**src/rtl/mips_muldiv.sv**
```systemverilog
// Multi-cycle MIPS multiply/divide unit with HI/LO registers.
// Shift-add multiply and restoring divide, 32 iterations plus a fix-up cycle.
module mips_muldiv #(
  parameter int WIDTH = 32
) (
  input  logic             clk,
  input  logic             rst_n,
  input  logic             start,
  input  logic [1:0]       op,
  input  logic [WIDTH-1:0] rs_data,
  input  logic [WIDTH-1:0] rt_data,
  output logic             busy,
  output logic             done,
  output logic [WIDTH-1:0] hi,
  output logic [WIDTH-1:0] lo,
  output logic             div_by_zero
);

  localparam int W = WIDTH;

  typedef enum logic [1:0] {
    IDLE,
    RUN,
    FIX
  } state_t;

  state_t       state;
  state_t       state_nx;
  logic [4:0]   cnt;
  logic [1:0]   op_r;
  logic         sign_a;
  logic         sign_b;
  logic [W-1:0] mcand;
  logic [W-1:0] mplier;
  logic [W-1:0] divisor;
  logic [W-1:0] quo;
  logic [W-1:0] orig_rs;
  logic [2*W-1:0] acc;
  logic [W:0]   rem;

  logic         neg_a;
  logic         neg_b;
  logic [W-1:0] mag_a;
  logic [W-1:0] mag_b;
  logic [W:0]   mul_sum;
  logic [W:0]   rem_sh;
  logic         rem_ge;
  logic [2*W-1:0] prod;
  logic [W-1:0] q_fix;
  logic [W-1:0] r_fix;
  logic         is_div;
  logic         is_sgn;

  // Operand conditioning and per-iteration datapath
  always_comb begin
    is_div  = op_r[1];
    is_sgn  = op_r[0];
    neg_a   = op[0] & rs_data[W-1];
    neg_b   = op[0] & rt_data[W-1];
    mag_a   = neg_a ? -rs_data : rs_data;
    mag_b   = neg_b ? -rt_data : rt_data;
    mul_sum = {1'b0, acc[2*W-1:W]}
            + (mplier[0] ? {1'b0, mcand}
                         : {(W+1){1'b0}});
    rem_sh  = {rem[W-1:0], quo[W-1]};
    rem_ge  = rem_sh >= {1'b0, divisor};
    prod    = (is_sgn && (sign_a ^ sign_b))
            ? -acc : acc;
    q_fix   = (is_sgn && (sign_a ^ sign_b))
            ? -quo : quo;
    r_fix   = (is_sgn && sign_a)
            ? -rem[W-1:0] : rem[W-1:0];
  end

  // State register
  always_ff @(posedge clk or negedge rst_n) begin
    if (!rst_n) state <= IDLE;
    else        state <= state_nx;
  end

  // Next-state logic
  always_comb begin
    state_nx = state;
    unique case (state)
      IDLE:    if (start) state_nx = RUN;
      RUN:     if (cnt == 5'd31) state_nx = FIX;
      FIX:     state_nx = IDLE;
      default: state_nx = IDLE;
    endcase
  end

  // Datapath, iteration counter and registered outputs
  always_ff @(posedge clk or negedge rst_n) begin
    if (!rst_n) begin
      cnt         <= '0;
      op_r        <= '0;
      sign_a      <= 1'b0;
      sign_b      <= 1'b0;
      mcand       <= '0;
      mplier      <= '0;
      divisor     <= '0;
      quo         <= '0;
      orig_rs     <= '0;
      acc         <= '0;
      rem         <= '0;
      busy        <= 1'b0;
      done        <= 1'b0;
      hi          <= '0;
      lo          <= '0;
      div_by_zero <= 1'b0;
    end else begin
      done <= 1'b0;
      unique case (state)
        IDLE: begin
          if (start) begin
            op_r        <= op;
            sign_a      <= neg_a;
            sign_b      <= neg_b;
            mcand       <= mag_a;
            mplier      <= mag_b;
            divisor     <= mag_b;
            quo         <= mag_a;
            orig_rs     <= rs_data;
            acc         <= '0;
            rem         <= '0;
            cnt         <= '0;
            busy        <= 1'b1;
            div_by_zero <= 1'b0;
          end
        end
        RUN: begin
          cnt <= cnt + 5'd1;
          if (is_div) begin
            rem <= rem_ge
                 ? rem_sh - {1'b0, divisor}
                 : rem_sh;
            quo <= {quo[W-2:0], rem_ge};
          end else begin
            acc    <= {mul_sum, acc[W-1:1]};
            mplier <= mplier >> 1;
          end
        end
        FIX: begin
          busy <= 1'b0;
          done <= 1'b1;
          if (!is_div) begin
            hi <= prod[2*W-1:W];
            lo <= prod[W-1:0];
          end else if (divisor == '0) begin
            hi          <= orig_rs;
            lo          <= '1;
            div_by_zero <= 1'b1;
          end else begin
            hi <= r_fix;
            lo <= q_fix;
          end
        end
        default: ;
      endcase
    end
  end

endmodule

```
**config.mk**
```make
export PLATFORM = sky130hd
export DESIGN_NAME = mips_muldiv
export DESIGN_NICKNAME = d
export VERILOG_FILES = /design/src/rtl/mips_muldiv.sv
export SDC_FILE = /design/constraint.sdc
export NUM_CORES = 1
export LEC_CHECK = 0
export ABC_AREA = 1
export BUFFER_PORTS_ARGS = -buffer_cell sky130_fd_sc_hd__buf_2
export CAP_MARGIN = 30
export CELL_PAD_IN_SITES_DETAIL_PLACEMENT = 1
export CELL_PAD_IN_SITES_GLOBAL_PLACEMENT = 1
export CORE_MARGIN = 2
export CORE_UTILIZATION = 40
export DETAILED_ROUTE_END_ITERATION = 16
export GPL_ROUTABILITY_DRIVEN = 0
export MAX_ROUTING_LAYER = met4
export PLACE_DENSITY = 0.87
export SYNTH_ARGS = -nofsm -noshare
export SYNTH_HDL_FRONTEND = slang
export SYNTH_SLANG_ARGS = --single-unit
export TNS_END_PERCENT = 50
```
**constraint.sdc**
```tcl
create_clock -name clk -period 2.5 [get_ports clk]
set_input_delay 0.125 -clock clk [delete_from_list [all_inputs] [get_ports clk]]
set_output_delay 0.125 -clock clk [all_outputs]
set_load 0.02 [all_outputs]
```
## After elaboration in Yosys (flattened, before gate mapping)

Index checks and enable logic that the tools add are counted.

- Bits in registers: 334
- Input bits: 69
- Word-level logic and storage cells: 86

- $add $sub $neg: 8
- Magnitude comparators: 1
- Mux-type cells: 35
- Bitwise gates (word level): 3
- Reduce and logical (&&, ||, !) cells: 13
- Equal/unequal tests: 9

Operator list:

| operator | count |
|---|---|
| 32-bit 2-to-1 mux | 16 |
| 64-bit 2-to-1 mux | 3 |
| 32-bit case mux with 2 select lines | 3 |
| 32-bit negation | 4 |
| 64-bit case mux with 2 select lines | 1 |
| 64-bit negation | 1 |
| 32-bit by 32-bit adder with 33-bit output | 1 |
| 33-bit by 32-bit greater-or-equal comparator with 1-bit output | 1 |
| 32-bit logical NOT | 1 |
| 32-bit subtractor | 1 |
| 2-bit != test, second input constant | 6 |
| 5-bit case mux with 2 select lines | 1 |
| 2-bit AND reduction | 4 |
| 3-bit AND reduction | 2 |
| 5-bit by 1-bit adder with 5-bit output, second input constant | 1 |
| 5-bit equality test, second input constant | 1 |
| 1-bit 2-to-1 mux | 5 |
| 5-bit 2-to-1 mux | 1 |
| 2-bit 2-to-1 mux | 2 |
| 1-bit case mux with 2 select lines | 2 |
| 2-bit case mux with 2 select lines | 1 |
| 4-bit AND reduction | 1 |
| 2-bit nonzero test | 2 |
| 1-bit AND | 2 |
| 5 further kinds | 6 |

## Longest topological paths before layout

Gate-level depths: netlist of run 1.

- Depth in word-level cells: 5
- Mapped depth: 18

## Worst setup path before layout of run 1

OpenSTA, ideal clock, no wires.

- Path kind: register to register
- Start: register mplier[0]
- End: register acc[61]
- Required time: 2.382 ns
- Path buffers: 2
- Setup slack: 0.040 ns
- Data arrival time: 2.342 ns
- Period minus slack after synthesis: 2.460 ns
- Cell stages (with the launch flop): 18
- Cell sequence: dfrtp_1 clkbuf_1 clkbuf_1 nand2_1 inv_1 ha_1 inv_1 fa_1 o21ai_1 nand2_1 nand2_1 nand3_1 nand2_1 nand3_1 nand2_1 nand2_1 nand3_1 nand2_1

- Longest elaborated chain between the ends: 4

RTL lines:

| item | line | source |
|---|---|---|
| from (decl) | 34 | `logic [W-1:0] mplier;` |
| from (signal assigned) | 120 | `mplier <= mag_b;` |
| from (signal assigned) | 140 | `mplier <= mplier >> 1;` |
| 32-bit 2-to-1 mux | 63 | `+ (mplier[0] ? {1'b0, mcand}` |
| 32-bit by 32-bit adder with 33-bit output | 63 |  |
| 64-bit 2-to-1 mux | 133 | `if (is_div) begin` |
| 64-bit case mux with 2 select lines | 113 | `unique case (state)` |
| to (signal assigned) | 139 | `acc <= {mul_sum, acc[W-1:1]};` |
| to (decl) | 38 | `logic [2*W-1:0] acc;` |

No other way between the ends. The select of a mux whose other input is x is not followed.
A chain may end at the register's enable or synchronous reset.

## Final worst setup path of run 1

- Start: register quo[31]
- End: register rem[24]

- Longest elaborated chain between the ends: 4
- Elaborated cells on any way between the ends: 5

RTL lines:

| item | line | source |
|---|---|---|
| from (decl) | 36 | `logic [W-1:0] quo;` |
| from (signal assigned) | 122 | `quo <= mag_a;` |
| from (signal assigned) | 137 | `quo <= {quo[W-2:0], rem_ge};` |
| 32-bit subtractor or 33-bit by 32-bit greater-or-equal comparator with 1-bit output (tied branches) | 135, 66 |  |
| 32-bit 2-to-1 mux (*) | 135 | `? rem_sh - {1'b0, divisor}` |
| 32-bit 2-to-1 mux (*) | 133 |  |
| 32-bit case mux with 2 select lines (*) | 113 |  |
| to (signal assigned) | 134 | `rem <= rem_ge` |
| to (decl) | 39 | `logic [W:0] rem;` |

Mark *: on every way between the ends. The rest lies on a longest branch, timed or not. The select of a mux whose other input is x is not followed.

==> results by group, run 1 <==
Power and ir drop
  • Switching Fraction: 0.5533
  • Clock power frac: 0.134
  • P_leak: 14.34 nW
  • Switch Pwr: 27.05 mW
  • Logic pwr share: 0.657
  • Maximum vdd drop: 0.0008453 V
  • Pwr dens: 1662 nW/um^2
  • Seq pwr share: 0.209
  • Internal power: ~22 mW
  • Design Power: 48.90 mW

STA
  • Max-Slew Margin vs Limit: 0.2525
  • Fin. Hold Viols: 0
  • Final Cycle Share: 1.015
  • Max Slew Vio Count: 0
  • Final WS setup: -36.74 ps
  • Setup repair after global routing missed its margin: true
  • Max Freq: ~400 MHz
  • Worst hold margin: 29.46 ps
  • Final worst path period need: about 2500 ps
  • Setup-violating endpoint count in the final report: 5
  • Worst Tran Pin Value: 1110 ps
  • Fin Clk Skew: about 33 ps
  • Setup TNS: -74.48 ps

Worst setup path
  • R2r startpoint: quo[31]
  • Setup crit end kind: register
  • Crit Reg-Reg Endpoint: rem[24]
  • Critical Path, Cell by Cell: inv_1, ha_1, inv_1, fa_2, nand2_1, nand3_1, nand2_1, nand2_1, nand2_1, nand4_1, nand2_1, nand2_1, nand3_1, nand2_1
  • CP dominant cell by count: nand2_1
  • Max stage delay on crit path: 460 ps
  • R2R setup slack: -40 ps
  • Worst Path Arrival: about 3000 ps
  • Crit start category: register
  • Worst EP required: slightly below 3000 ps
  • Crit path max fanout: 4
  • Slowest cell on crit path: fa_2
  • Reg2Reg Depth: 14
  • Kind of critical path: register to register

Worst hold path
  • Hold EP: mplier[3]
  • Hold WC Path Type: primary input to register
  • HP Start: rt_data[3]
  • Number of cells on the worst hold path: 5

Layout
  • Share of layout cells above drive strength 1: 0.1242
  • Multi-input gate area: 14430 sq um
  • Final nets: 4208
  • Reg area: 8337 sq um
  • Post-layout util: 0.4793
  • Non-filler cells, final: 4890
  • Fin area: 29410 sq um
  • P&R area growth vs syn: 18.96%
  • Fillers: 8080

Route
  • Detail Route Antenna Nets: 0
  • Detailed Routing Iterations Pass 1: 6
  • # DRC: 0
  • WL per Instance: 22.70 microns
  • Iter 0 DRT Violations: 3165
  • Vias/cell: slightly below 6
  • Via count: 29000
  • Final wirelength: 111.0 mm

GRT
  • GRT met3 Usage: 0.06653
  • Met1 GRT Util: 0.4513
  • Number of antenna violations at the first check in global routing: 6
  • Largest net degree at the start of global routing: 93
  • All-Layer GR Usage: 0.3467
  • Vias in the first global route: 28790
  • First-pass GRT wire length: 167.0 mm
  • GR Util met2: 0.5199
  • Global route hottest layer: met2
  • Global route overflow: 0

Synthesis
  • Post-synthesis sequential area ratio: 0.3370
  • Compound-Gate Fraction of Synth Area: 0.1424
  • Synth Area in Adders: 0.03755
  • Post-synthesis mux area share: 0
  • Post-synth EDFFs: 0
  • Post-synth ARST share: 1.000
  • Synth Cell Area: ~25000 sq um
  • Gate count after technology mapping: 3839
  • Distinct cells, synth: 54
  • Post-Syn Area per Cell: 6.441 sq um
  • Synth Area in XOR/XNOR: 0.02798
  • Syn Nets: 3981
  • Ys Warns: 0
  • Post-synthesis register bit count: 333
  • Simple-Gate Fraction of Synth Area: 0.3587
  • Most used DFF post-synth: dfrtp_1
  • Main combinational cell family by area after synthesis: simple AND/OR/NAND/NOR gates

Placed design
  • Post-Place Worst Slack: -26.50 ps
  • DP Cell Count: about 4800
  • HPWL after detailed placement: between 80 and 90 mm
  • Placed cell areas: around 27000 sq um
  • IO Port Bufs: between 100 and 150

Clock tree
  • CTS root buf: clkbuf_16
  • Clock slew at reported path FFs: 60 ps
  • CTS tree: built
  • Worst-case clock buffer depth: 3
  • CTS sink cnt: 333
  • CTS buffer count: 40
  • H-tree levels: 2
  • Worst-Skew Late Latency: between 500 and 600 ps

Floorplanning
  • Die height: about 250 microns
  • Core Region: 61370 sq um
  • Rows: 91
  • Total die area: 63820 sq um
  • Die width: between 200 and 300 microns
  • I/O Pins: 136
  • Initial Util: 0.4029

Outcome
  • Status: finished, violations left
  • Failing checks: negative setup slack

Job
  • Max-cap violations: 0
-- cell usage in the layout (no fill, tap or decap), types with 12 or more instances in the layout --
| cell type | instances |
|---|---|
| buf_4 | 115 |
| buf_2 | 134 |
| nor3_1 | 33 |
| ha_1 | 45 |
| clkbuf_16 | 41 |
| inv_1 | 447 |
| nor2_1 | 419 |
| nor2_2 | 34 |
| o21ai_1 | 27 |
| nand2_2 | 21 |
| a31oi_1 | 29 |
| o21ai_0 | 273 |
| xor2_1 | 62 |
| nand2_1 | 1085 |
| dfrtp_1 | 330 |
| ha_4 | 12 |
| inv_2 | 21 |
| nand4_1 | 51 |
| buf_12 | 17 |
| ha_2 | 14 |
| o211ai_1 | 14 |
| o22ai_1 | 44 |
| nand3_1 | 389 |
| dlygate4sd3_1 | 52 |
| xnor2_1 | 14 |
| a21oi_1 | 204 |
-- logic make-up after synthesis --
family,Yosys count
adders and majority gates,73
xor gates and xnor gates,79
AOI/OAI and AO/OA,651
DFF,333
and+or+nand+nor,2096
buffers and inverters,607
-- power by group through the flow --
stage	combinational [mW]	clock, mW	sequential, mW
2_1_floorplan	19.3	0	9.66
3_3_place_gp	28.2	0	9.92
3_5_place_dp	29.2	0	10.0
4_1_cts	30.0	6.56	10.0
5_1_grt	34.9	6.77	10.4
6_report	32.1	6.54	10.2
-- repair_timing --
item,4_1_cts,5_1_grt
endpoints found under the setup margin,15,73
gates resized for setup,9,104
hold buffers,52,0
buffers inserted,0,10
pin swaps,0,6
gates cloned,0,0
hold endpoints to repair,143,0
-- state kept, by name, summed over array words and instances (netlist names), 2 cells and up --
name     flops
op_r         2
cnt          5
rem         32
divisor     32
quo         32
hi          32
mcand       32
acc         64
lo          32
state        2
orig_rs     31
mplier      32
-- area by class of cell --
class,instances,share of cell area
antenna,3,0.0002552
tap,790,0.03361
sequential,333,0.2834
clock buffer,55,0.03939
clock inverter,18,0.009656
timing repair buffer,321,0.08270
inverter,471,0.06032
multi-input combinational,2899,0.4906
-- synth_stat cells (4+ instances only) --
library cell / count / area (sq um)
o21a_1: 11 / 82.58
a31oi_1: 29 / 181.4
inv_2: 12 / 45.04
o22ai_1: 44 / 275.3
dfrtp_1: 333 / 8333
buf_4: 5 / 37.54
o211ai_1: 14 / 105.1
inv_1: 457 / 1715
nor3_1: 35 / 175.2
nand4_1: 51 / 319.1
nand3_1: 390 / 1952
nand2_1: 1095 / 4110
o21ai_1: 25 / 125.1
xor2_1: 64 / 560.5
nand3b_1: 10 / 75.07
buf_1: 18 / 67.56
nand3_2: 10 / 100.1
o21bai_1: 9 / 67.56
o21ai_0: 280 / 1401
nor2_2: 15 / 93.84
xnor2_1: 15 / 131.4
ha_1: 71 / 888.4
nand2_2: 12 / 75.07
buf_6: 4 / 45.04
a21o_1: 9 / 67.56
nor2_1: 443 / 1663
buf_2: 45 / 225.2
nor2_4: 6 / 67.56
or2_2: 10 / 62.56
nor4_1: 4 / 25.02
clkbuf_1: 64 / 240.2
o31ai_1: 4 / 30.03
a21oi_1: 214 / 1071
-- metal layers --
metal	up-vias	wire length, microns
met2	1515	48440
met5	-	0
met3	367	10640
met4	0	6568
met1	14190	45350
li1	12920	-
-- how the worst max path moves through the flow --
stage	slack (ps)	cells after the start	from	to
finish	-40	14	quo[31]	rem[24]
detailed placement	-30	12	mplier[0]	acc[40]
global route	-100	12	mplier[0]	acc[59]
global placement	60	12	mplier[0]	acc[40]
floorplan	40	17	mplier[0]	acc[61]
CTS	5	13	mplier[0]	acc[48]
-- worst max-delay path: cells and delay by family (launching register included) --
| kind | cells | cell delay, ps |
|---|---|---|
| adders and majority gates | 2 | 630 |
| buffers and inverters | 2 | 240 |
| DFF | 1 | 430 |
| and+or+nand+nor | 10 | 1120 |
(Power assumes the default switching activity.)
==> run 2, diff against run 1 <==
- ABC_AREA: 1 -> default
- CORE_UTILIZATION: 40 -> 43
- PLACE_DENSITY: 0.87 -> 0.88
==> run 2 against run 1 <==
Net effect: the flow now stops in global routing (5_1_grt); synthesized cell count down 33%; synthesized area down 14%.
==> results by group, run 2 <==
Synthesis
  • Most common cell in the netlist: nand2_1 (unchanged)
  • Gate count after technology mapping: 2554 (was 3839)
  • Post-synthesis register bit count: 333 (unchanged)
  • Post-synthesis sequential area ratio: 0.3914 (was 0.3370)
  • Largest cells by area after synthesis: dfrtp_1 39%, nand2_1 7.9%, o21ai_0 7.4%, xor2_1 4.6%, xnor2_1 4.5% (was dfrtp_1 34%, nand2_1 17%, nand3_1 7.9%, inv_1 6.9%, nor2_1 6.7%)
  • Synth Cell Area: 21290 sq um (was 24730 sq um)
  • Leading area contributor after synthesis: dfrtp_1 (unchanged)
  • Ys Warns: 0 (unchanged)
  • Post-synth EDFFs: 0 (unchanged)
  • Post-Syn Area per Cell: 8.336 sq um (was 6.441 sq um)
  • Post-synth top cells: 449 x nand2_1, 333 x dfrtp_1, 316 x o21ai_0 (was 1095 x nand2_1, 457 x inv_1, 443 x nor2_1)
  • Post-synth top area share: 0.3914 (was 0.3370)
  • Most used DFF post-synth: dfrtp_1 (unchanged)
  • Syn Nets: 2696 (was 3981)
  • Distinct cells, synth: 82 (was 54)
  • Post-synth ARST share: 1.000 (unchanged)

Floorplanning
  • Die width: 226.5 microns (was 252.6 microns)
  • Die height: 226.5 microns (was 252.6 microns)
  • Rows: 81 (was 91)
  • Initial Util: 0.4349 (was 0.4029)
  • I/O Pins: 136 (unchanged)

GRT
  • All-Layer GR Usage: 0.7129
  • Largest net degree at the start of global routing: 95
  • Global route overflow: 53

STA
  • Worst endpoint, post-GRT repair: acc[55]$_DFFE_PN0P_/D
  • Worst_ep kind: sequential cell input

Placed design
  • HPWL after detailed placement: 67.94 mm (was 81.29 mm)
  • IO Port Bufs: 135 (unchanged)
  • DP Cell Count: 3652 (was 4752)

Clock tree
  • Worst-case clock buffer depth: 3 (unchanged)
  • CTS sink cnt: 333 (unchanged)
  • CTS buffer count: 41 (was 40)
  • CTS root buf: clkbuf_16 (unchanged)
  • H-tree levels: 2 (unchanged)

Outcome
  • Status: did not finish (was finished, violations left)
  • Error: [ERROR GRT-0232] Routing congestion too high. Check the congestion heatmap in the GUI.
  • Failed at: global routing (5_1_grt)
==> run 2: layer usage <==
| metal | track usage | GRT overflow |
|---|---|---|
| met4 | 0.7328 | 21 |
| met1 | 0.6833 | 2 |
| met2 | 0.8605 | 28 |
| met3 | 0.5540 | 2 |
| met5 | - | - |
==> run 2: metrics by stage <==
step                      worst slack, ps  utilization  instance area, sq um  hold WS [ps]
after CTS                          -597.2       0.5959                 29170         1.792
after global placement             -693.2       0.5276                 25830         67.37
after detailed placement           -850.8       0.5276                 25830         73.09
after floorplan                    -453.5            -                 21400        -170.6
==> run 2: kinds of logic after synthesis <==
| group | Yosys count | synth area share |
|---|---|---|
| compound gates | 774 | 0.2179 |
| xor+xnor | 222 | 0.09133 |
| fa+ha+maj | 73 | 0.04361 |
| buf+inv | 214 | 0.04014 |
| flops | 333 | 0.3914 |
| mux | 49 | 0.02392 |
| simple gates | 889 | 0.1917 |
==> run 2: what timing repair did <==
action                                  4_1_cts
pin swaps                                   100
endpoints found under the setup margin      123
buffers inserted                             41
hold buffers                                 53
gates resized for setup                     274
cloned                                        1
hold endpoints to repair                    389
==> run 3, diff against run 2 <==
- CELL_PAD_IN_SITES_DETAIL_PLACEMENT: 1 -> default
- CELL_PAD_IN_SITES_GLOBAL_PLACEMENT: 1 -> default
- CORE_UTILIZATION: 43 -> 40
- MAX_ROUTING_LAYER: met4 -> default
- PLACE_DENSITY: 0.88 -> default
- PLACE_DENSITY_LB_ADDON: default -> 0.15
- clock period: 2.5 -> 3.25 ns (I/O delays scaled with it)
==> run 3 against run 2 <==
Net effect: the flow now finishes, with violations (negative hold slack); synthesized cell count stayed put; synthesized area unchanged.
==> results by group, run 3 <==
Worst hold path
  • Hold WC Path Type: primary input to register
  • Number of cells on the worst hold path: 3

STA
  • Final Cycle Share: 0.9500
  • Setup TNS: 0 ps
  • Max Freq: around 320 MHz
  • Setup-violating endpoint count in the final report: 0
  • Fin Clk Skew: 30.72 ps
  • Max-Slew Margin vs Limit: 0.3655
  • Final WS setup: 162.6 ps
  • Setup repair after global routing missed its margin: true
  • Worst Tran Pin Value: 951.8 ps
  • Max Slew Vio Count: 0
  • Fin. Hold Viols: 1
  • Final worst path period need: 3087 ps
  • Worst hold margin: -0.06983 ps

Worst setup path
  • Kind of critical path: register to register
  • Reg2Reg Depth: 11
  • Worst EP required: around 3700 ps
  • Worst Path Arrival: about 3500 ps
  • Critical Path, Cell by Cell: inv_1, ha_1, and2_1, a21o_1, a221oi_2, a21oi_2, or2_4, a311oi_4, o311a_4, mux2_2, a22o_1
  • Slowest cell on crit path: dfrtp_1
  • CP top delay family: compound AO/OA/AOI/OAI gates
  • Crit start category: register
  • WP depth: 11
  • Crit path max fanout: 7
  • Setup crit end kind: register
  • Max stage delay on crit path: 370 ps
  • Crit path buf inv count: 1

Job
  • Max-cap violations: 0

Clock tree
  • Worst-case clock buffer depth: 3 (unchanged)
  • CTS tree: built
  • Clock slew at reported path FFs: 60 ps
  • Worst-Skew Late Latency: 580 ps
  • CTS sink cnt: 333 (unchanged)
  • Post CTS Setup Buffer Count: 0 (was 41)
  • CTS buffer count: 41 (unchanged)
  • H-tree levels: 2 (unchanged)
  • CTS root buf: clkbuf_16 (unchanged)

Layout
  • Most frequent cells in the layout: 448 x nand2_1, 332 x dfrtp_1, 315 x o21ai_0
  • Non-filler cells, final: between 3000 and 4000
  • Share of layout cells above drive strength 1: 0.1296
  • Post-layout util: 0.4803
  • Largest Register: acc
  • Commonest non-fill, non-tap cell in the layout: nand2_1
  • P&R area growth vs syn: 18.55%
  • Max reg flops: 64
  • Fin area: between 20000 and 30000 sq um
  • Final nets: 2899

GRT
  • All-Layer GR Usage: 0.2484
  • Number of antenna violations at the first check in global routing: 4
  • First-pass GRT wire length: 108.5 mm
  • Global route overflow: 0
  • Vias in the first global route: 18660
  • Largest net degree at the start of global routing: 95

Synthesis
  • Ys Warns: 0 (unchanged)
  • Post-synthesis sequential area ratio: 0.3914 (unchanged)
  • Post-synth EDFFs: 0 (unchanged)
  • Post-synthesis register bit count: 333 (unchanged)
  • Most common cell in the netlist: nand2_1 (unchanged)
  • Largest cells by area after synthesis: dfrtp_1 39%, nand2_1 7.9%, o21ai_0 7.4%, xor2_1 4.6%, xnor2_1 4.5% (unchanged)
  • Post-synth top area share: 0.3914 (unchanged)
  • Synth Cell Area: 21290 sq um (unchanged)
  • Syn Nets: 2696 (unchanged)
  • Gate count after technology mapping: 2554 (unchanged)
  • Leading area contributor after synthesis: dfrtp_1 (unchanged)
  • Post-synth top cells: 449 x nand2_1, 333 x dfrtp_1, 316 x o21ai_0 (unchanged)
  • Post-Syn Area per Cell: 8.336 sq um (unchanged)
  • Distinct cells, synth: 82 (unchanged)
  • Most used DFF post-synth: dfrtp_1 (unchanged)
  • Post-synth ARST share: 1.000 (unchanged)

Power and ir drop
  • Design Power: 27.16 mW
  • Maximum vdd drop: between 0.0007 and 0.0008 V
  • Pwr dens: 1076 nW/um^2
  • P_leak: ~12 nW

Floorplanning
  • Die width: 234.7 microns (was 226.5 microns)
  • Die height: 234.7 microns (was 226.5 microns)
  • I/O Pins: 136 (unchanged)
  • Total die area: around 55000 sq um
  • Core Region: around 53000 sq um
  • Rows: 84 (was 81)
  • Initial Util: 0.4051 (was 0.4349)

Route
  • Final wirelength: 69.38 mm
  • Iter 0 DRT Violations: 1331
  • WL per Instance: between 15 and 20 microns
  • Detailed Routing Iterations Pass 1: 5
  • Detail Route Antenna Nets: 0
  • # DRC: 0
  • Via count: 19380
  • Vias/cell: around 5.6

Placed design
  • IO Port Bufs: 135 (unchanged)
  • HPWL after detailed placement: 52.73 mm (was 67.94 mm)
  • Post-Place Worst Slack: -42.31 ps (was -850.8 ps)
  • DP Cell Count: 3351 (was 3652)
  • Placed cell areas: 23260 sq um (was 25830 sq um)

Outcome
  • Status: finished, violations left (was did not finish)
  • Failing checks: negative hold slack
[run 3: cell counts after synthesis]
Identical to the previous run, type by type.
[run 3: power breakdown]
part | total [mW] | internal (mW) | switching, mW
Clock | 4.73 | 2.85 | 1.88
Sequential | 7.20 | 5.66 | 1.54
Combinational | 15.2 | 6.09 | 9.14
Total | 27.2 | 14.6 | 12.6
[run 3: cell families (layout without fill, tap and decap cells)]
| kind of cell | count (synthesis) | after routing | share of synthesized area |
|---|---|---|---|
| mux | 49 | 49 | 0.02392 |
| buf+inv | 214 | 445 | 0.04014 |
| simple gates | 889 | 889 | 0.1917 |
| flops | 333 | 333 | 0.3914 |
| fa+ha+maj | 73 | 73 | 0.04361 |
| compound gates | 774 | 774 | 0.2179 |
| other cells | 0 | 2 | 0 |
| xor+xnor | 222 | 222 | 0.09133 |
[run 3: cell type report]
cell class	instances	area, sq um
diodes	2	5.005
clock buffers	55	1130
clock inverters	16	239.0
fillers	5131	27310
inverters	72	270.3
multi-input cells	2007	12220
flip-flops and latches	333	8334
well taps	688	860.8
repair buffers	302	2182
[run 3: tightest hold or removal path, delay by kind of cell]
family                    cells  cell delay (ps)
AOI/OAI and AO/OA             1              150
xor gates and xnor gates      1              120
buffers and inverters         1              100
[run 3: layer usage]
metal / track usage / vias to the layer above / wire (microns)
met2: 0.4061 / 512 / 32250
met5: 0 / - / 33
met4: 0.09206 / 6 / 2845
li1: - / 9367 / -
met1: 0.3338 / 9364 / 30800
met3: 0.03665 / 133 / 3456
[run 3: worst paths after layout]
kind                                  start     endpoint  slack (ps)
worst max-delay path             divisor[7]      rem[10]         160
worst min-delay path            rt_data[25]  divisor[25]       -0.07
min in group asynchronous             rst_n       hi[10]         180
worst min register to register  orig_rs[10]  orig_rs[10]         470
max in group asynchronous             rst_n    mplier[9]        2120
worst max register to register   divisor[7]      rem[10]         160
[run 3: timing repair]
item                                   CTS  global route
hold buffers                            51             0
endpoints found under the hold margin  129             0
pin swaps                                0             3
gates resized for setup                  2            15
setup endpoints to repair               16            40
==> run 4, diff against run 3 <==
- CORE_ASPECT_RATIO: default -> 1.2
- SETUP_SLACK_MARGIN: default -> 0.2
==> run 4 against run 3 <==
Net effect: the flow now finishes without violations; sequential share of layout area decreased by 0.97 points; die area barely moved; cell area grew 3.0%; setup slack lost 79 ps; clock skew shrank 11 ps; critical path type is now primary input to register; largest cell class unchanged.
==> results by group, run 4 (synthesis results as in run 3) <==
Outcome
  • Status: complete, no violations (was finished, violations left)

Power and ir drop
  • Logic pwr share: 0.584 (was 0.561)
  • Switch Pwr: 13.03 mW (was 12.56 mW)
  • Internal power: 15.50 mW (was 14.60 mW)
  • P_leak: 12.12 nW (was 11.85 nW)
  • Clock power frac: 0.164 (was 0.174)
  • Seq pwr share: 0.251 (was 0.265)
  • Maximum vdd drop: 0.0006414 V (was 0.0007329 V)
  • Switching Fraction: 0.4568 (was 0.4623)
  • Pwr dens: 1097 nW/um^2 (was 1076 nW/um^2)

Placed design
  • HPWL after detailed placement: 55.76 mm (was 52.73 mm)
  • Post-Place Worst Slack: 26.14 ps (was -42.31 ps)
  • IO Port Bufs: 135 (unchanged)

Worst setup path
  • Critical Path, Cell by Cell: dlygate4sd3_1, buf_2, or4_1, nor4_4, nand3_1, or3_1, o31ai_1, nand2_1, o21ai_0, mux2_2 (was inv_1, ha_1, and2_1, a21o_1, a221oi_2, a21oi_2, or2_4, a311oi_4, o311a_4, mux2_2, a22o_1)
  • R2r startpoint: acc[17] (was divisor[7])
  • R2R setup slack: 160 ps (about the same)
  • Setup crit end kind: register (unchanged)
  • Slowest cell on crit path: or4_1 (was dfrtp_1)
  • Crit Reg-Reg Endpoint: hi[25] (was rem[10])
  • Crit start category: primary input (was register)
  • Crit path to: quo[31] (was rem[10])
  • Worst Path Arrival: 3670 ps (was 3530 ps)
  • Crit path max fanout: 5 (was 7)
  • Max stage delay on crit path: 610 ps (was 370 ps)
  • Reg2Reg Depth: 10 (was 11)
  • Worst setup path startpoint: rs_data[6] (was divisor[7])
  • Kind of critical path: primary input to register (was register to register)
  • Worst EP required: 3750 ps (was 3700 ps)

Clock tree
  • CTS root buf: clkbuf_16 (unchanged)
  • CTS sink cnt: 333 (unchanged)
  • CTS tree: built (unchanged)
  • Worst-case clock buffer depth: 3 (unchanged)
  • H-tree levels: 2 (unchanged)
  • CTS buffer count: 39 (was 41)
  • Worst-Skew Late Latency: 580 ps (about the same)
  • Clock slew at reported path FFs: 60 ps (about the same)

Layout
  • Final nets: 2936 (was 2899)
  • Most frequent cells in the layout: 447 x nand2_1, 330 x dfrtp_1, 305 x o21ai_0 (was 448 x nand2_1, 332 x dfrtp_1, 315 x o21ai_0)
  • Max reg flops: 64 (unchanged)
  • Share of layout cells above drive strength 1: 0.1620 (was 0.1296)
  • P&R area growth vs syn: 22.16% (was 18.55%)
  • Largest Register: acc (unchanged)
  • Commonest non-fill, non-tap cell in the layout: nand2_1 (unchanged)

Floorplanning
  • Die width: 214.6 microns (was 234.7 microns)
  • Total die area: 55090 sq um (was 55080 sq um)
  • I/O Pins: 136 (unchanged)
  • Initial Util: 0.4047 (was 0.4051)
  • Core Region: 52610 sq um (was 52550 sq um)
  • Rows: 92 (was 84)
  • Die height: 256.7 microns (was 234.7 microns)

Route
  • Top routing layer in use: met5 (unchanged)
  • Detailed Routing Iterations Pass 1: 5 (unchanged)
  • Via count: 19670 (was 19380)
  • Iter 0 DRT Violations: 1203 (was 1331)
  • Met3 wire length: 3.783 mm (was 3.456 mm)
  • Metal-1 WL: 29.70 mm (was 30.80 mm)
  • WL per Instance: 20.79 microns (was 19.97 microns)
  • Final wirelength: 73.50 mm (was 69.38 mm)
  • # DRC: 0 (unchanged)
  • Detail Route Antenna Nets: 0 (unchanged)
  • Met2 Wirelength: 35.42 mm (was 32.25 mm)
  • Vias/cell: 5.565 (was 5.578)

GRT
  • First-pass GRT wire length: 112.9 mm (was 108.5 mm)
  • All-Layer GR Usage: 0.2628 (was 0.2484)
  • Global route overflow: 0 (unchanged)
  • Number of antenna violations at the first check in global routing: 13 (was 4)
  • Largest net degree at the start of global routing: 82 (was 95)
  • Vias in the first global route: 19480 (was 18660)

STA
  • Final WS setup: 84.03 ps (was 162.6 ps)
  • Setup TNS: 0 ps (unchanged)
  • Setup repair after global routing missed its margin: true (unchanged)
  • Max-Slew Margin vs Limit: 0.4698 (was 0.3655)
  • Final Cycle Share: 0.9741 (was 0.9500)
  • Max Slew Vio Count: 0 (unchanged)
  • Worst Tran Pin Value: 795.4 ps (was 951.8 ps)
  • Final worst path period need: 3166 ps (was 3087 ps)
  • Fin. Hold Viols: 0 (was 1)
  • Fin Clk Skew: 19.22 ps (was 30.72 ps)
  • Max Freq: 315.9 MHz (was 323.9 MHz)
  • Setup-violating endpoint count in the final report: 0 (unchanged)

Job
  • Max-cap violations: 0 (unchanged)

Worst hold path
  • Hold WC Path Type: primary input to register (unchanged)
## run 4: worst min path at each step
stage	from	to	slack (ps)	cells past startpoint
2_1_floorplan	rst_n	acc[0]	-130	0
3_3_place_gp	rst_n	hi[8]	210	1
3_5_place_dp	rst_n	hi[8]	220	1
4_1_cts	rt_data[0]	divisor[0]	0.8	3
5_1_grt	rs_data[20]	orig_rs[20]	30	3
6_report	rs_data[20]	orig_rs[20]	20	3
## run 4: worst max-delay path, delay by kind of cell
kind / cells / cell delay (ps)
and+or+nand+nor: 5 / 1800
buffers and inverters: 2 / 740
AOI/OAI and AO/OA: 2 / 700
muxes: 1 / 260
## run 4: power groups by stage
stage	combinational (mW)	sequential [mW]	clock, mW
after floorplan	10.2	6.89	0
after global placement	14.8	7.16	0
after detailed placement	15.1	7.19	0
after CTS	15.5	7.14	4.79
after global routing	18.2	7.37	4.95
final	16.7	7.17	4.68
## run 4: per-stage QoR
stage	instance area, sq um	hold WS, ps	util	std cells	power (mW)
after floorplan	21300	-133.1	-	2554	17.14
after global placement	23370	214.6	0.4442	3378	21.98
after detailed placement	23370	218.3	0.4442	3378	22.24
after CTS	25390	0.8323	0.4827	3497	27.47
after global routing	26000	26.06	0.4942	3532	30.50
final	26010	23.23	0.4944	3535	28.53
## run 4: layout make-up
type | instances | area [sq um]
fill | 5100 | 26600
multi-input combinational | 2008 | 12580
sequential | 333 | 8337
timing repair buffer | 340 | 2576
clock buffer | 57 | 1145
tap | 705 | 882.1
inverter | 72 | 270.3
clock inverter | 11 | 197.7
antenna | 9 | 22.52
## run 4: layer usage
layer / track usage / up-vias
met1: 0.3178 / 9518
met5: 0 / -
met3: 0.04365 / 177
li1: - / 9429
met2: 0.4477 / 539
met4: 0.1414 / 10
## run 4: what timing repair did
item	CTS	global route
buffers inserted	1	26
hold buffers	49	0
hold endpoints to repair	133	0
endpoints found under the setup margin	51	72
resized for setup	28	79
cloned	1	3
pin swaps	7	41
